### src/rtl/fft_pkg.sv
`default_nettype none
// +--------------------------------------------------------------------+
// | fft_pkg : shared FFT constants, sample types, loader states, bitrev |
// | Rev 1.0                                                            |
// +--------------------------------------------------------------------+
package fft_pkg;

    localparam int N_LOG2 = 10;
    localparam int ADDR_W = 9;
    localparam int DATA_W = 16;
    localparam int N      = 1 << N_LOG2;
    localparam int IDX_W  = $clog2(N_LOG2);

    typedef logic signed [DATA_W-1:0] comp_t;
    typedef comp_t [1:0] cplx_t;  // [0] real, [1] imag

    typedef enum logic [2:0] {
        ST_IDLE    = 3'd0,
        ST_LOAD    = 3'd1,
        ST_START   = 3'd2,
        ST_WAIT_HI = 3'd3,
        ST_WAIT_LO = 3'd4
    } loader_state_t;

    // Reverses the low 'width' bits of v; bits above 'width' return as zero.
    function automatic logic [N_LOG2-1:0] bitrev(input logic [N_LOG2-1:0] v, input int width);
        logic [N_LOG2-1:0] r;
        r = '0;
        for (int i = 0; i < N_LOG2; i++) begin
            if (i < width) begin
                r[IDX_W'(i)] = v[IDX_W'(width - 1 - i)];
            end
        end
        return r;
    endfunction

endpackage
`default_nettype wire

### src/rtl/fft_loader_if.sv
`default_nettype none
// +--------------------------------------------------------------------+
// | fft_loader_if : valid/ready complex sample stream into the loader  |
// | Rev 1.0                                                            |
// +--------------------------------------------------------------------+
interface fft_loader_if;

    logic          valid;
    logic          ready;
    fft_pkg::cplx_t data;

    modport master (output valid, output data, input ready);
    modport slave  (input valid, input data, output ready);

endinterface
`default_nettype wire

### src/rtl/fft_bitrev_addr.sv
`default_nettype none
// +--------------------------------------------------------------------+
// | fft_bitrev_addr : sample index -> {bank, bank address}, bit-reversed|
// | Rev 1.0                                                            |
// +--------------------------------------------------------------------+
module fft_bitrev_addr
    import fft_pkg::*;
(
    input  wire [N_LOG2-1:0] i_n,
    output logic             o_bank,
    output logic [ADDR_W-1:0] o_addr
);

    logic [N_LOG2-1:0] w_rev;

    // LSB of the reversed index picks the even/odd segment bank.
    always_comb begin
        w_rev  = bitrev(i_n, N_LOG2);
        o_bank = w_rev[0];
        o_addr = w_rev[N_LOG2-1:1];
    end

endmodule
`default_nettype wire

### src/rtl/fft_loader.sv
`default_nettype none
// +--------------------------------------------------------------------+
// | fft_loader : writes N streamed samples bit-reversed into mem1/mem2, |
// | then starts the FFT. Option macro: FFT_LOADER_PRESCALE_EN.          |
// | Rev 1.0                                                            |
// +--------------------------------------------------------------------+
module fft_loader
    import fft_pkg::*;
(
    input  wire               i_clk,
    input  wire               i_rst,
    input  wire               i_en,
    input  wire               i_arm,
    fft_loader_if.slave       s_in,
    input  wire               i_fft_active,
    output logic [1:0]        o_wr_en,
    output logic [ADDR_W-1:0] o_wr_addr,
    output cplx_t             o_wr_data,
    output logic              o_start,
    output logic              o_busy,
    output logic              o_done
);

    localparam logic [N_LOG2-1:0] c_LAST = '1;

    loader_state_t       r_state;
    logic [N_LOG2-1:0]   r_count;
    logic [1:0]          r_wr_en;
    logic [ADDR_W-1:0]   r_wr_addr;
    cplx_t               r_wr_data;
    logic                r_done;

    logic                w_accept;
    logic                w_bank;
    logic [ADDR_W-1:0]   w_addr;
    cplx_t               w_data;

    fft_bitrev_addr u_bitrev (
        .i_n    (r_count),
        .o_bank (w_bank),
        .o_addr (w_addr)
    );

    assign s_in.ready = i_en && (r_state == ST_LOAD);
    assign w_accept   = s_in.valid && s_in.ready;

`ifdef FFT_LOADER_PRESCALE_EN
    localparam logic signed [DATA_W:0] c_HALF_MAX = (DATA_W+1)'((1 << (DATA_W - 2)) - 1);

    // (x + 1) >>> 1; only x = max positive can overflow the halved range.
    function automatic comp_t halve_round(input comp_t x);
        logic signed [DATA_W:0] sum;
        sum = $signed({x[DATA_W-1], x}) + (DATA_W+1)'(1);
        sum = sum >>> 1;
        if (sum > c_HALF_MAX) begin
            return c_HALF_MAX[DATA_W-1:0];
        end
        return sum[DATA_W-1:0];
    endfunction

    always_comb begin
        w_data[0] = halve_round(s_in.data[0]);
        w_data[1] = halve_round(s_in.data[1]);
    end
`else
    assign w_data = s_in.data;
`endif

    always_ff @(posedge i_clk or posedge i_rst) begin
        if (i_rst) begin
            r_state   <= ST_IDLE;
            r_count   <= '0;
            r_wr_en   <= 2'b00;
            r_wr_addr <= '0;
            r_wr_data <= '0;
            r_done    <= 1'b0;
        end else if (i_en) begin
            r_wr_en <= 2'b00;
            r_done  <= 1'b0;
            if (w_accept) begin
                r_wr_en   <= w_bank ? 2'b10 : 2'b01;
                r_wr_addr <= w_addr;
                r_wr_data <= w_data;
                r_count   <= r_count + 1'b1;
            end
            case (r_state)
                ST_IDLE: begin
                    if (i_arm) begin
                        r_state <= ST_LOAD;
                        r_count <= '0;
                    end
                end
                ST_LOAD: begin
                    if (w_accept && (r_count == c_LAST)) begin
                        r_state <= ST_START;
                    end
                end
                ST_START:   r_state <= ST_WAIT_HI;
                ST_WAIT_HI: begin
                    if (i_fft_active) begin
                        r_state <= ST_WAIT_LO;
                    end
                end
                ST_WAIT_LO: begin
                    if (!i_fft_active) begin
                        r_state <= ST_IDLE;
                        r_done  <= 1'b1;
                    end
                end
                default:    r_state <= ST_IDLE;
            endcase
        end
    end

    // Pulses are gated by the enable so a stalled cycle never issues a write or strobe.
    assign o_wr_en   = i_en ? r_wr_en : 2'b00;
    assign o_wr_addr = r_wr_addr;
    assign o_wr_data = r_wr_data;
    assign o_start   = i_en && (r_state == ST_START);
    assign o_busy    = (r_state != ST_IDLE);
    assign o_done    = i_en && r_done;

endmodule
`default_nettype wire

### src/flat_wrapper.sv
// flat-port wrapper written by rule: the top's interface ports become plain ports
module fft_loader_flat import fft_pkg::*;
  (i_clk, i_rst, i_en, i_arm, i_fft_active, o_wr_en, o_wr_addr, o_wr_data, o_start, o_busy, o_done, s_in_valid, s_in_data, s_in_ready);
  fft_loader_if s_in_i ();
  input  wire i_clk;
  input  wire i_rst;
  input  wire i_en;
  input  wire i_arm;
  input  wire i_fft_active;
  output logic [1:0] o_wr_en;
  output logic [ADDR_W-1:0] o_wr_addr;
  output cplx_t o_wr_data;
  output logic o_start;
  output logic o_busy;
  output logic o_done;
  input wire logic [$bits(s_in_i.valid)-1:0] s_in_valid;
  input wire logic [$bits(s_in_i.data)-1:0] s_in_data;
  output wire logic [$bits(s_in_i.ready)-1:0] s_in_ready;
  assign s_in_i.valid = s_in_valid;
  assign s_in_i.data = s_in_data;
  assign s_in_ready = s_in_i.ready;
  fft_loader u_core (.i_clk(i_clk), .i_rst(i_rst), .i_en(i_en), .i_arm(i_arm), .s_in(s_in_i), .i_fft_active(i_fft_active), .o_wr_en(o_wr_en), .o_wr_addr(o_wr_addr), .o_wr_data(o_wr_data), .o_start(o_start), .o_busy(o_busy), .o_done(o_done));
endmodule
### config.mk
export PLATFORM = sky130hd
export DESIGN_NAME = fft_loader_flat
export DESIGN_NICKNAME = d
export VERILOG_FILES = /design/src/rtl/fft_pkg.sv /design/src/rtl/fft_loader_if.sv /design/src/rtl/fft_bitrev_addr.sv /design/src/rtl/fft_loader.sv /design/src/flat_wrapper.sv
export SDC_FILE = /design/constraint.sdc
export NUM_CORES = 1
export LEC_CHECK = 0
export ABC_AREA = 1
export CAP_MARGIN = 0
export CORE_MARGIN = 1.5
export CORE_UTILIZATION = 30
export CTS_CLUSTER_SIZE = 20
export DETAILED_ROUTE_END_ITERATION = 8
export HOLD_SLACK_MARGIN = 0.08
export PLACE_DENSITY = 0.67
export SLEW_MARGIN = 20
export SYNTH_ARGS = -nofsm -noshare
export SYNTH_HDL_FRONTEND = slang
export SYNTH_SLANG_ARGS = --single-unit
### constraint.sdc
create_clock -name i_clk -period 2 [get_ports i_clk]
set_input_delay 0.4 -clock i_clk [delete_from_list [all_inputs] [get_ports i_clk]]
set_output_delay 0.4 -clock i_clk [all_outputs]
set_load 0.05 [all_outputs]
==> results.md, run 1 <==
* Status: finished clean
* Crit path max-delay cell type: clkdlybuf4s50_1
* Fillers at 752
* Die Wd at 91.5 um
* # IOs at 85
* 1st-iter DRT viols at 80
* Flops & latches, synth at 52
* CP cell instances: clkdlybuf4s50_1
* Fin crit period at 1.89 ns
* Critical Path Start Type: flop
* Design Area, Final at 0.00343 mm^2
* Root buffer cell: clkbuf_8
* Post-DRT Antenna Nets at 0
* CTS tree: built
* Worst Skew at 0.00922 ns
* Sw Ratio at 0.471
* Final core occ at 0.448
* Clk pwr share at 0.146
* HPWL after DPL at 3990 um
* Final Max Tran Viols at 0
* Storage element area at 0.00130 mm^2
* Req. time, crit path at 1.60 ns
* # port buffers at 79
* Sequential share of the synthesized area at 0.554
* Internal power at 2.74 mW
* Critical path class: flop to output port
* Commonest non-fill, non-tap cell in the layout: nand2_1
* Multi-input logic area at 883 um^2
* Worst-margin pin slew at 0.515 ns
* Clk sink count at 52
* DRT Pass-1 Iters at 4
* Pwr dens at 1510 mW/mm^2
* Worst slew margin at 0.655
* Vert. Die Dim at 91.5 um
* Per-cell routed wire length at 11.0 um
* CP bufs+invs at 1
* Comb power frac at 0.534
* Peak VDD IR at 813 uV
* Placement Rows at 32
* Via-to-Cell Ratio at 4.28
* Die area at 0.00836 mm^2
* Final setup TNS at 0 ns
* Worst hold slack at 0.417 ns
* Max cap viols at 0
* Worst Path Max Fanout at 2
* Most frequent cells in the layout: nand2_1, clkdlybuf4s50_1, dfrtp_1
* H-tree level count at 2
* Top delay family on crit path: buffers and inverters
* Final Hold Viols at 0
* Cell count after synthesis at 292
* Gr usage total at 0.134
* Clk Latency, worst-skew pair at 0.30 ns
* Max Clk Rate at 0.529 GHz
* LEAKAGE at 1.70 nW
* RSZ-0062 raised after global routing: false
* Core Area at 0.00765 mm^2
* Worst Path Arrival at 1.49 ns
* Sw Pwr at 2.44 mW
* Synthesis Warnings at 0
* Final period utilization at 0.944
* Number of global-route vias before repair at 2041
* Worst setup EP type: output port
* # setup viols final at 0
* Num CTS Buffers at 5
* Layout Area Growth over Synthesis at 45.9%
* CTS Hold Buffers Added at 0
* Post-synthesis cell type count at 24
* Antenna violations before repair at 0
* Via count at 2060
* Starting Density at 0.307
* Cell Area, Placed at 0.00330 mm^2
* Share of cells above drive strength 1 at 0.0792
* WL final at 5300 um
* Worst hold path type: input port to asynchronous set/reset pin
* CTS clock-pin slew for the worst setup and hold paths at 0.10 ns
* Flop pwr share at 0.320
* Largest net degree at the start of global routing at 22
* Gpl congestion at 0.826
* Synth Cell Area at 0.00235 mm^2
* Crit-path max cell delay at 0.81 ns
* # diodes at 0
* Bufs on Longest Clock Path at 2
* GR Overflow Total at 0
* Final #Nets at 417
* First-pass GRT wire length at 9160 um
* Syn Area/Cell at 8.04 um^2
* Drt drc at 0
synthesized netlist by cell type:
library cell,count,area share
nand2_1,145,0.23
dfrtp_1,52,0.55
inv_1,19,0.030
nor2_1,17,0.027
nand3_1,11,0.023
o21ai_0,10,0.021
a21oi_1,6,0.013
buf_4,5,0.016
clkbuf_1,4,0.0064
buf_6,3,0.014
nand4_1,3,0.0080
nor3_1,3,0.0064
buf_2,2,0.0043
inv_2,2,0.0032
clkbuf_2,1,0.0021
conb_1,1,0.0016
ha_1,1,0.0053
nand4_4,1,0.0091
nor2_2,1,0.0027
nor3_2,1,0.0043
o211a_1,1,0.0043
o211ai_1,1,0.0032
xnor2_1,1,0.0037
xor2_1,1,0.0037
cell type report:
class                   count  area share
flip-flops and latches     52       0.380
repair buffers             90       0.267
multi-input cells         208       0.258
well taps                 102      0.0373
clock buffers               6      0.0241
inverters                  21      0.0230
clock inverters             2      0.0113
power by group through the flow:
stage / Sequential (mW) / Clock (mW) / Combinational [mW]
2_1_floorplan: 2.75 / 0 / 0.739
3_3_place_gp: 1.66 / 0 / 2.76
3_5_place_dp: 1.67 / 0 / 2.78
4_1_cts: 1.66 / 0.789 / 2.79
5_1_grt: 1.72 / 0.817 / 2.95
6_report: 1.66 / 0.757 / 2.76
flip-flops by register name, summed over array words and instances (netlist names):
register	count
u_core.o_wr_addr	6
u_core.r_done	1
u_core.r_count	10
u_core.r_state	3
u_core.o_wr_data	32
timing repair:
action,CTS,global route
gates resized for setup,0,1
buffers inserted,0,0
hold endpoints to repair,0,0
setup endpoints to repair,0,1
routing by layer:
metal	wire, um	vias to the layer above	global-route usage
li1	-	1059	-
met1	2430	938	0.161
met2	2520	54	0.234
met3	269	9	0.0310
met4	82	0	0.0456
met5	0	-	0
logic make-up after synthesis:
kind of cell | synth area share
AND/OR/NAND/NOR | 0.313
flip-flops | 0.554
buffers and inverters | 0.0768
AO/OA/AOI/OAI | 0.0416
XOR/XNOR | 0.00746
adder cells (fa/ha/maj) | 0.00533
other | 0.00160
path summary, 6_finish.rpt:
kind | startpoint | endpoint | slack, ns | depth (start not counted)
worst max register to register | u_core.r_state[0]$_DFFE_PP0P_ | u_core.r_state[0]$_DFFE_PP0P_ | 0.51 | 9
max in group asynchronous | i_rst | u_core.o_wr_data[2]$_DFFE_PP0P_ | 1.03 | 3
min in group i_clk | u_core.o_wr_data[18]$_DFFE_PP0P_ | u_core.o_wr_data[18]$_DFFE_PP0P_ | 0.48 | 2
worst min-delay path | i_rst | u_core.o_wr_data[23]$_DFFE_PP0P_ | 0.42 | 2
worst max-delay path | u_core.o_wr_data[21]$_DFFE_PP0P_ | o_wr_data[21] | 0.11 | 1
worst min register to register | u_core.o_wr_data[18]$_DFFE_PP0P_ | u_core.o_wr_data[18]$_DFFE_PP0P_ | 0.48 | 2
metrics by stage:
stage               total power [mW]  cells  worst slack (ns)
global route                    5.48    481            0.0465
global placement                4.42    473             0.180
detailed placement              4.45    473             0.124
CTS                             5.24    481            0.0675
finish                          5.18    481             0.111
floorplan                       3.49    296             0.215
(Power assumes the default switching activity.)
==> inputs of run 2 (changes only) <==
--- a/config.mk
+++ b/config.mk
@@ -12,7 +12,7 @@
 export CTS_CLUSTER_SIZE = 20
 export DETAILED_ROUTE_END_ITERATION = 8
 export HOLD_SLACK_MARGIN = 0.08
-export PLACE_DENSITY = 0.67
+export PLACE_DENSITY = 0.56
 export SLEW_MARGIN = 20
 export SYNTH_ARGS = -nofsm -noshare
 export SYNTH_HDL_FRONTEND = slang
==> run 2 against run 1 <==
Against the previous run: register-to-register slack got worse by 0.04 ns; hold slack improved by 0.0041 ns; non-clock buffer count fell by 2; first-iteration DRC count fell by 11%; final area fell by 1.1%; maximum frequency fell by 0.17%; sequential share of layout area rose by 0.41 points; critical path type unchanged; largest cell class unchanged.
==> results.md, run 2 (synthesis results as in run 1) <==
* Via count at 2076 (was 2060)
* Per-cell routed wire length at 11.2 um (was 11.0 um)
* 1st-iter DRT viols at 71 (was 80)
* Gr usage total at 0.137 (was 0.134)
* RSZ-0062 raised after global routing: false (unchanged)
* CTS Hold Buffers Added at 0 (unchanged)
* GR Overflow Total at 0 (unchanged)
* Core Area at 0.00765 mm^2 (unchanged)
* Drt drc at 0 (unchanged)
* Final Power at 5.02 mW (was 5.18 mW)
* Worst hold path type: input port to asynchronous set/reset pin (unchanged)
* Worst setup EP type: output port (unchanged)
* Via-to-Cell Ratio at 4.33 (was 4.28)
* Worst Skew at 0.00889 ns (was 0.00922 ns)
* Layout Area Growth over Synthesis at 44.4% (was 45.9%)
* DRT Pass-1 Iters at 5 (was 4)
* Vert. Die Dim at 91.5 um (unchanged)
* Flop pwr share at 0.328 (was 0.320)
* Post-CTS Setup Inserts at 0 (unchanged)
* Most frequent cells in the layout: nand2_1, clkdlybuf4s50_1, dfrtp_1 (unchanged)
* Critical path class: flop to output port (unchanged)
* Pwr dens at 1480 mW/mm^2 (was 1510 mW/mm^2)
* Die Wd at 91.5 um (unchanged)
* Post-DRT Antenna Nets at 0 (unchanged)
* Crit path max-delay cell type: clkdlybuf4s50_1 (unchanged)
* LEAKAGE at 1.68 nW (was 1.70 nW)
* Clk pwr share at 0.120 (was 0.146)
* HPWL after DPL at 3870 um (was 3990 um)
* Antenna violations before repair at 0 (unchanged)
* Sw Ratio at 0.486 (was 0.471)
* Clk sink count at 52 (unchanged)
* Max cap viols at 0 (unchanged)
* Worst hold slack at 0.421 ns (was 0.417 ns)
* Final setup TNS at 0 ns (unchanged)
* Worst slew margin at 0.649 (was 0.655)
* WL final at 5340 um (was 5300 um)
* Worst Path Arrival at 1.49 ns (about the same)
* Comb power frac at 0.551 (was 0.534)
* Worst Path Max Fanout at 2 (unchanged)
* Status: finished clean (unchanged)
* Die area at 0.00836 mm^2 (unchanged)
* Internal power at 2.58 mW (was 2.74 mW)
* Number of global-route vias before repair at 1977 (was 2041)
* Final period utilization at 0.946 (was 0.944)
* Share of cells above drive strength 1 at 0.0716 (was 0.0792)
* Critical Path Start Type: flop (unchanged)
* Top delay family on crit path: buffers and inverters (unchanged)
* Worst-margin pin slew at 0.525 ns (was 0.515 ns)
* # IOs at 85 (unchanged)
* Final Max Tran Viols at 0 (unchanged)
* CP cell instances: clkdlybuf4s50_1 (unchanged)
* Pre-CTS setup slack at 0.160 ns (was 0.124 ns)
* CP bufs+invs at 1 (unchanged)
* CTS tree: built (unchanged)
* Starting Density at 0.307 (unchanged)
* CTS clock-pin slew for the worst setup and hold paths at 0.10 ns (about the same)
* Clk Latency, worst-skew pair at 0.30 ns (about the same)
* Fin crit period at 1.89 ns (about the same)
* Final Hold Viols at 0 (unchanged)
* Final WS setup at 0.108 ns (was 0.111 ns)
* Largest register FFs at 32 (unchanged)
* H-tree level count at 2 (unchanged)
* Bufs on Longest Clock Path at 2 (unchanged)
* # diodes at 0 (unchanged)
* Crit-path max cell delay at 0.81 ns (about the same)
* First-pass GRT wire length at 9360 um (was 9160 um)
* # setup viols final at 0 (unchanged)
* Req. time, crit path at 1.60 ns (about the same)
* # port buffers at 79 (unchanged)
* Max Clk Rate at 0.529 GHz (about the same)
* Placement Rows at 32 (unchanged)
* Final #Nets at 415 (was 417)
* Resize count post-CTS at 0 (unchanged)
* Peak VDD IR at 681 uV (was 813 uV)
* Sw Pwr at 2.44 mW (about the same)
* Num CTS Buffers at 5 (unchanged)
* Fillers at 751 (was 752)
* Root buffer cell: clkbuf_8 (unchanged)
* Commonest non-fill, non-tap cell in the layout: nand2_1 (unchanged)
* Gpl congestion at 0.753 (was 0.826)
* Largest net degree at the start of global routing at 35 (was 22)
==> run 2: changes by cell type in the layout (fill, tap and decap cells not counted), sizes merged <==
cell      delta
buf          -2
clkbuf       -1
bufinv       -1
clkinvlp     +1
inv          +1
==> run 2: power groups by stage <==
| stage | Clock [mW] | Combinational (mW) | Sequential, mW |
|---|---|---|---|
| floorplan | 0 | 0.739 | 2.75 |
| global placement | 0 | 2.77 | 1.66 |
| detailed placement | 0 | 2.80 | 1.66 |
| CTS | 0.638 | 2.80 | 1.65 |
| global route | 0.682 | 2.95 | 1.71 |
| finish | 0.604 | 2.77 | 1.65 |
==> run 2: final timing paths <==
path                                             startpoint                          endpoint  slack [ns]  cells past startpoint
setup reg to reg              u_core.r_count[0]$_DFFE_PP0P_     u_core.r_state[2]$_DFFE_PP0P_        0.47                     10
min in group i_clk         u_core.o_wr_data[21]$_DFFE_PP0P_  u_core.o_wr_data[21]$_DFFE_PP0P_        0.49                      2
max in group asynchronous                             i_rst   u_core.o_wr_data[8]$_DFFE_PP0P_        1.05                      3
hold reg to reg            u_core.o_wr_data[21]$_DFFE_PP0P_  u_core.o_wr_data[21]$_DFFE_PP0P_        0.49                      2
hold / removal                                        i_rst  u_core.o_wr_data[23]$_DFFE_PP0P_        0.42                      2
setup / recovery           u_core.o_wr_data[29]$_DFFE_PP0P_                     o_wr_data[29]        0.11                      1
==> run 2: per-stage QoR <==
step / instances / instance area [um^2] / utilization
final: 479 / 3390 / 0.443
after global routing: 479 / 3390 / 0.443
after CTS: 479 / 3390 / 0.443
after detailed placement: 471 / 3300 / 0.431
after global placement: 471 / 3300 / 0.431
after floorplan: 296 / 2360 / -
==> run 2: layout make-up <==
type	instances	area, um^2	area share
clock buffer	5	68.8	0.0203
tap	102	128	0.0377
sequential	52	1300	0.384
multi-input combinational	208	881	0.260
clock inverter	3	21.3	0.00628
timing repair buffer	88	911	0.269
inverter	21	78.8	0.0233
==> run 2: routing by layer <==
| layer | GRT usage | part of all wire |
|---|---|---|
| met1 | 0.179 | 0.46 |
| met2 | 0.233 | 0.49 |
| met3 | 0.0285 | 0.047 |
| met4 | 0.0313 | 0.0090 |
| met5 | 0 | 0 |
==> inputs of run 3 (changes only) <==
--- a/config.mk
+++ b/config.mk
@@ -6,7 +6,6 @@
 export NUM_CORES = 1
 export LEC_CHECK = 0
 export ABC_AREA = 1
-export CAP_MARGIN = 0
 export CORE_MARGIN = 1.5
 export CORE_UTILIZATION = 30
 export CTS_CLUSTER_SIZE = 20
==> results of run 3 <==
Final layout, timing and power as in run 2 (identical DEF).
==> RTL change 1, RTL diff (settings of run 3) <==
Re-encode `loader_state_t` (5 states) as one-hot, 5 bits wide.
--- a/src/rtl/fft_pkg.sv
+++ b/src/rtl/fft_pkg.sv
@@ -14,12 +14,12 @@
     typedef logic signed [DATA_W-1:0] comp_t;
     typedef comp_t [1:0] cplx_t;  // [0] real, [1] imag
 
-    typedef enum logic [2:0] {
-        ST_IDLE    = 3'd0,
-        ST_LOAD    = 3'd1,
-        ST_START   = 3'd2,
-        ST_WAIT_HI = 3'd3,
-        ST_WAIT_LO = 3'd4
+    typedef enum logic [4:0] {
+        ST_IDLE    = 5'b00001,
+        ST_LOAD    = 5'b00010,
+        ST_START   = 5'b00100,
+        ST_WAIT_HI = 5'b01000,
+        ST_WAIT_LO = 5'b10000
     } loader_state_t;
 
     // Reverses the low 'width' bits of v; bits above 'width' return as zero.
Check against the original RTL: no difference found for any inputs over 10 cycles, from zero or initial values and one cycle with i_rst high; not proved beyond that.
==> RTL change 1 against run 3 <==
- setup slack worse by 21 ps
- non-clock buffer count down 3
- die area up 4.9%
- critical path type unchanged
- global-route usage about the same
- routed wire length up 7.1%
- design area up 4.0%
- sequential cell count up 2
- power up 8.9%
- largest cell class unchanged
- highest routed layer unchanged
- combinational power up 7.2%
- area after synthesis up 5.1%
==> RTL change 1: results (changes against run 3) <==
| Metric | Value |
|---|---|
| Status | `completed` |
| Final Instance Count excl. Fillers | `495 (+3.3%)` |
| Non-clk buf share | `25.8% (-1.1 points)` |
| RR Endpoint | `u_core.r_count[3]$_DFFE_PP0P_` |
| Inverters | `29 (+38%)` |
| Drt pass-1 iters | `4 (-1)` |
| First-pass GRT wire length | `9560 µm (+2.1%)` |
| Compound-Gate Fraction of Synth Area | `2.03% (-2.1 points)` |
| Netlist cell types | `22 (-8.3%)` |
| Largest net degree at the start of global routing | `49 (+40%)` |
| R2R Path Start | `u_core.r_state[0]$_DFFE_PP1P_` |
| Vias in the first global route | `2093 (+5.9%)` |
| CP max FO | `5 (+3)` |
| Seq cells post-synth | `54 (+3.8%)` |
| Multi-input combinational cell area | `917 µm² (+4.1%)` |
| Filler cells | `797 (+6.1%)` |
| Area Overhead vs Synth | `42.9%` |
| Max IR drop VDD | `0.000864 V (+27%)` |
| Synth top area cells | `dfrtp_1, nand2_1, nor2_1` |
| Dpl ws | `150 ps (-10.7 ps)` |
| #MultiIn Comb | `217 (+4.3%)` |
| Synth Cell Area | `2470 µm² (+5.1%)` |
| Initial DRC Count | `112 (+58%)` |
| Gpl congestion | `0.823 (+9.3%)` |
| Arr. time, crit path | `1510 ps (+20 ps)` |
| Gr usage total | `13.7% (about the same)` |
| Most frequent cells after synthesis | `nand2_1, dfrtp_1, nor2_1` |
| Worst-case reg-to-reg path depth | `7 (-3)` |
| Mean Syn Cell Area | `7.93 µm² (-1.4%)` |
| Final nets | `431 (+3.9%)` |
| Vias per inst | `4.32 (-0.44%)` |
| Worst setup startpoint | `u_core.r_state[1]$_DFFE_PP0P_` |
| Hold_ws | `394 ps (-27.4 ps)` |
| Area post-placement | `3410 µm² (+3.3%)` |
| Seq/total area | `38.4% (about the same)` |
| Setup crit end | `o_start` |
| Clock buffers | `6 (+1)` |
| Worst clock skew | `6.67 ps (-2.22 ps)` |
| Sw Pwr | `2620 µW (+7.1%)` |
-- RTL change 1: cell count changes after synthesis, moves of 2 or more --
cell,before,now
buf_2,2,5
o21ai_0,10,7
nor2_1,17,30
a21oi_1,6,2
inv_1,19,27
nand2_1,145,140
clkbuf_1,4,1
nand4_1,3,12
nor2_4,0,2
-- RTL change 1: layer usage --
| metal | track usage [%] | vias up | share of wire, % |
|---|---|---|---|
| met5 | 0 | - | 0 |
| met1 | 18.1 | 957 | 48 |
| met2 | 21.8 | 66 | 44 |
| met4 | 4.98 | 0 | 1.4 |
| met3 | 3.48 | 5 | 6.1 |
| li1 | - | 1108 | - |
-- RTL change 1: critical path, delay by kind of cell (launching register included) --
kind / cells / cell delay, ps
and+or+nand+nor: 3 / 590
DFF: 1 / 450
buffers and inverters: 1 / 160
==> RTL change 2, RTL diff (settings of run 3) <==
Made on the original files. Change the package constant `DATA_W` from 16 to 20.
--- a/src/rtl/fft_pkg.sv
+++ b/src/rtl/fft_pkg.sv
@@ -7,7 +7,7 @@
 
     localparam int N_LOG2 = 10;
     localparam int ADDR_W = 9;
-    localparam int DATA_W = 16;
+    localparam int DATA_W = 20;
     localparam int N      = 1 << N_LOG2;
     localparam int IDX_W  = $clog2(N_LOG2);
 
Ports: changed (resized o_wr_data and s_in_data); port bits go from 85 to 101. The function was not compared with the original's and may differ.
==> RTL change 2 against run 3 <==
- power up 27%
- non-clock buffer count up 15
- critical endpoint is now s_in_ready
- area after synthesis up 9.8%
- sequential cell count up 8
- design area up 15%
- setup slack worse by 20 ps
- highest routed layer unchanged
- routed wire length up 16%
- largest cell class unchanged
- largest power group unchanged
- first-iteration DRC count up 28%
==> RTL change 2: results (changes against run 3) <==
| Metric | Value |
|---|---|
| Final Instance Count excl. Fillers | `521 (+8.8%)` |
| Number of non-clock buffers | `103 (+17%)` |
| Worst clock skew | `10.6 ps (+1.70 ps)` |
| Seq/total area | `38.6% (+0.22 points)` |
| Net Sw Frac | `46.6% (-2.0 points)` |
| Area post-placement | `3700 µm² (+12%)` |
| Clk Latency, worst-skew pair | `320 ps (+20 ps)` |
| DP Cell Count | `507 (+7.6%)` |
| WL final | `6210 µm (+16%)` |
| Largest register FFs | `40 (+25%)` |
| Status | `completed` |
| Synth top area cells | `dfrtp_1, nand2_1, nor2_1` |
| Leakage | `0.00192 µW (+14%)` |
| Vias per inst | `4.29 (-1.1%)` |
| GR Util met1 | `18.7% (+0.83 points)` |
| H-tree lvl count | `3 (+1)` |
| Logic pwr share | `52.8% (-2.3 points)` |
| Layout cells sized above 1 | `8.89% (+1.7 points)` |
| Max IR drop VDD | `0.000803 V (+18%)` |
| Seq group | `1950 µW (+18%)` |
| Initial DRC Count | `91 (+28%)` |
| First-pass GRT wire length | `9920 µm (+5.9%)` |
| Drt pass-1 iters | `4 (-1)` |
| Final nets | `460 (+11%)` |
| Worst R2R Setup Slack | `500 ps (+30 ps)` |
RTL change 2: cell types whose count changed after synthesis, moves of 3 or more:
cell / delta
buf_4: +4
nor2_1: +5
dfrtp_1: +8
inv_2: +3
o21ai_1: +5
buf_2: +4
clkbuf_1: -4
nor2_4: +3
inv_1: -8
o21ai_0: -5
nand2_1: +18
nand3_1: -5
RTL change 2: critical path, stage by stage:
cell and delay, ps:
clkdlybuf4s50_1 580, inv_1 120, nor2_1 230, buf_12 170
RTL change 2: layer usage:
| layer | vias to the layer above | routed length [µm] |
|---|---|---|
| li1 | 1145 | - |
| met1 | 1019 | 2980 |
| met2 | 65 | 2840 |
| met3 | 5 | 342 |
| met4 | 0 | 48 |
| met5 | - | 0 |
RTL change 2: final timing paths:
kind / from / to / depth (start not counted)
max in group asynchronous: i_rst / u_core.o_wr_addr[4]$_DFFE_PP0P_ / 3
setup reg to reg: u_core.r_count[1]$_DFFE_PP0P_ / u_core.r_state[0]$_DFFE_PP0P_ / 10
setup / recovery: i_en / s_in_ready / 4
min in group i_clk: u_core.o_wr_data[37]$_DFFE_PP0P_ / u_core.o_wr_data[37]$_DFFE_PP0P_ / 2
hold reg to reg: u_core.o_wr_data[37]$_DFFE_PP0P_ / u_core.o_wr_data[37]$_DFFE_PP0P_ / 2
hold / removal: i_rst / u_core.r_count[5]$_DFFE_PP0P_ / 2
RTL change 2: metrics by stage:
step	util [%]	power, µW	setup slack, ps
after global routing	47.1	6760	2.85
after global placement	44.8	5330	100
final	47.1	6410	88.4
after CTS	47.1	6480	30.9
after detailed placement	44.8	5380	92.0
after floorplan	-	4170	115
RTL change 2: kinds of logic after synthesis:
kind of cell | synth area share (%)
fa+ha+maj | 0.486
buf+inv | 6.56
other cells | 0.146
compound gates | 3.45
flops | 58.3
simple gates | 31.1
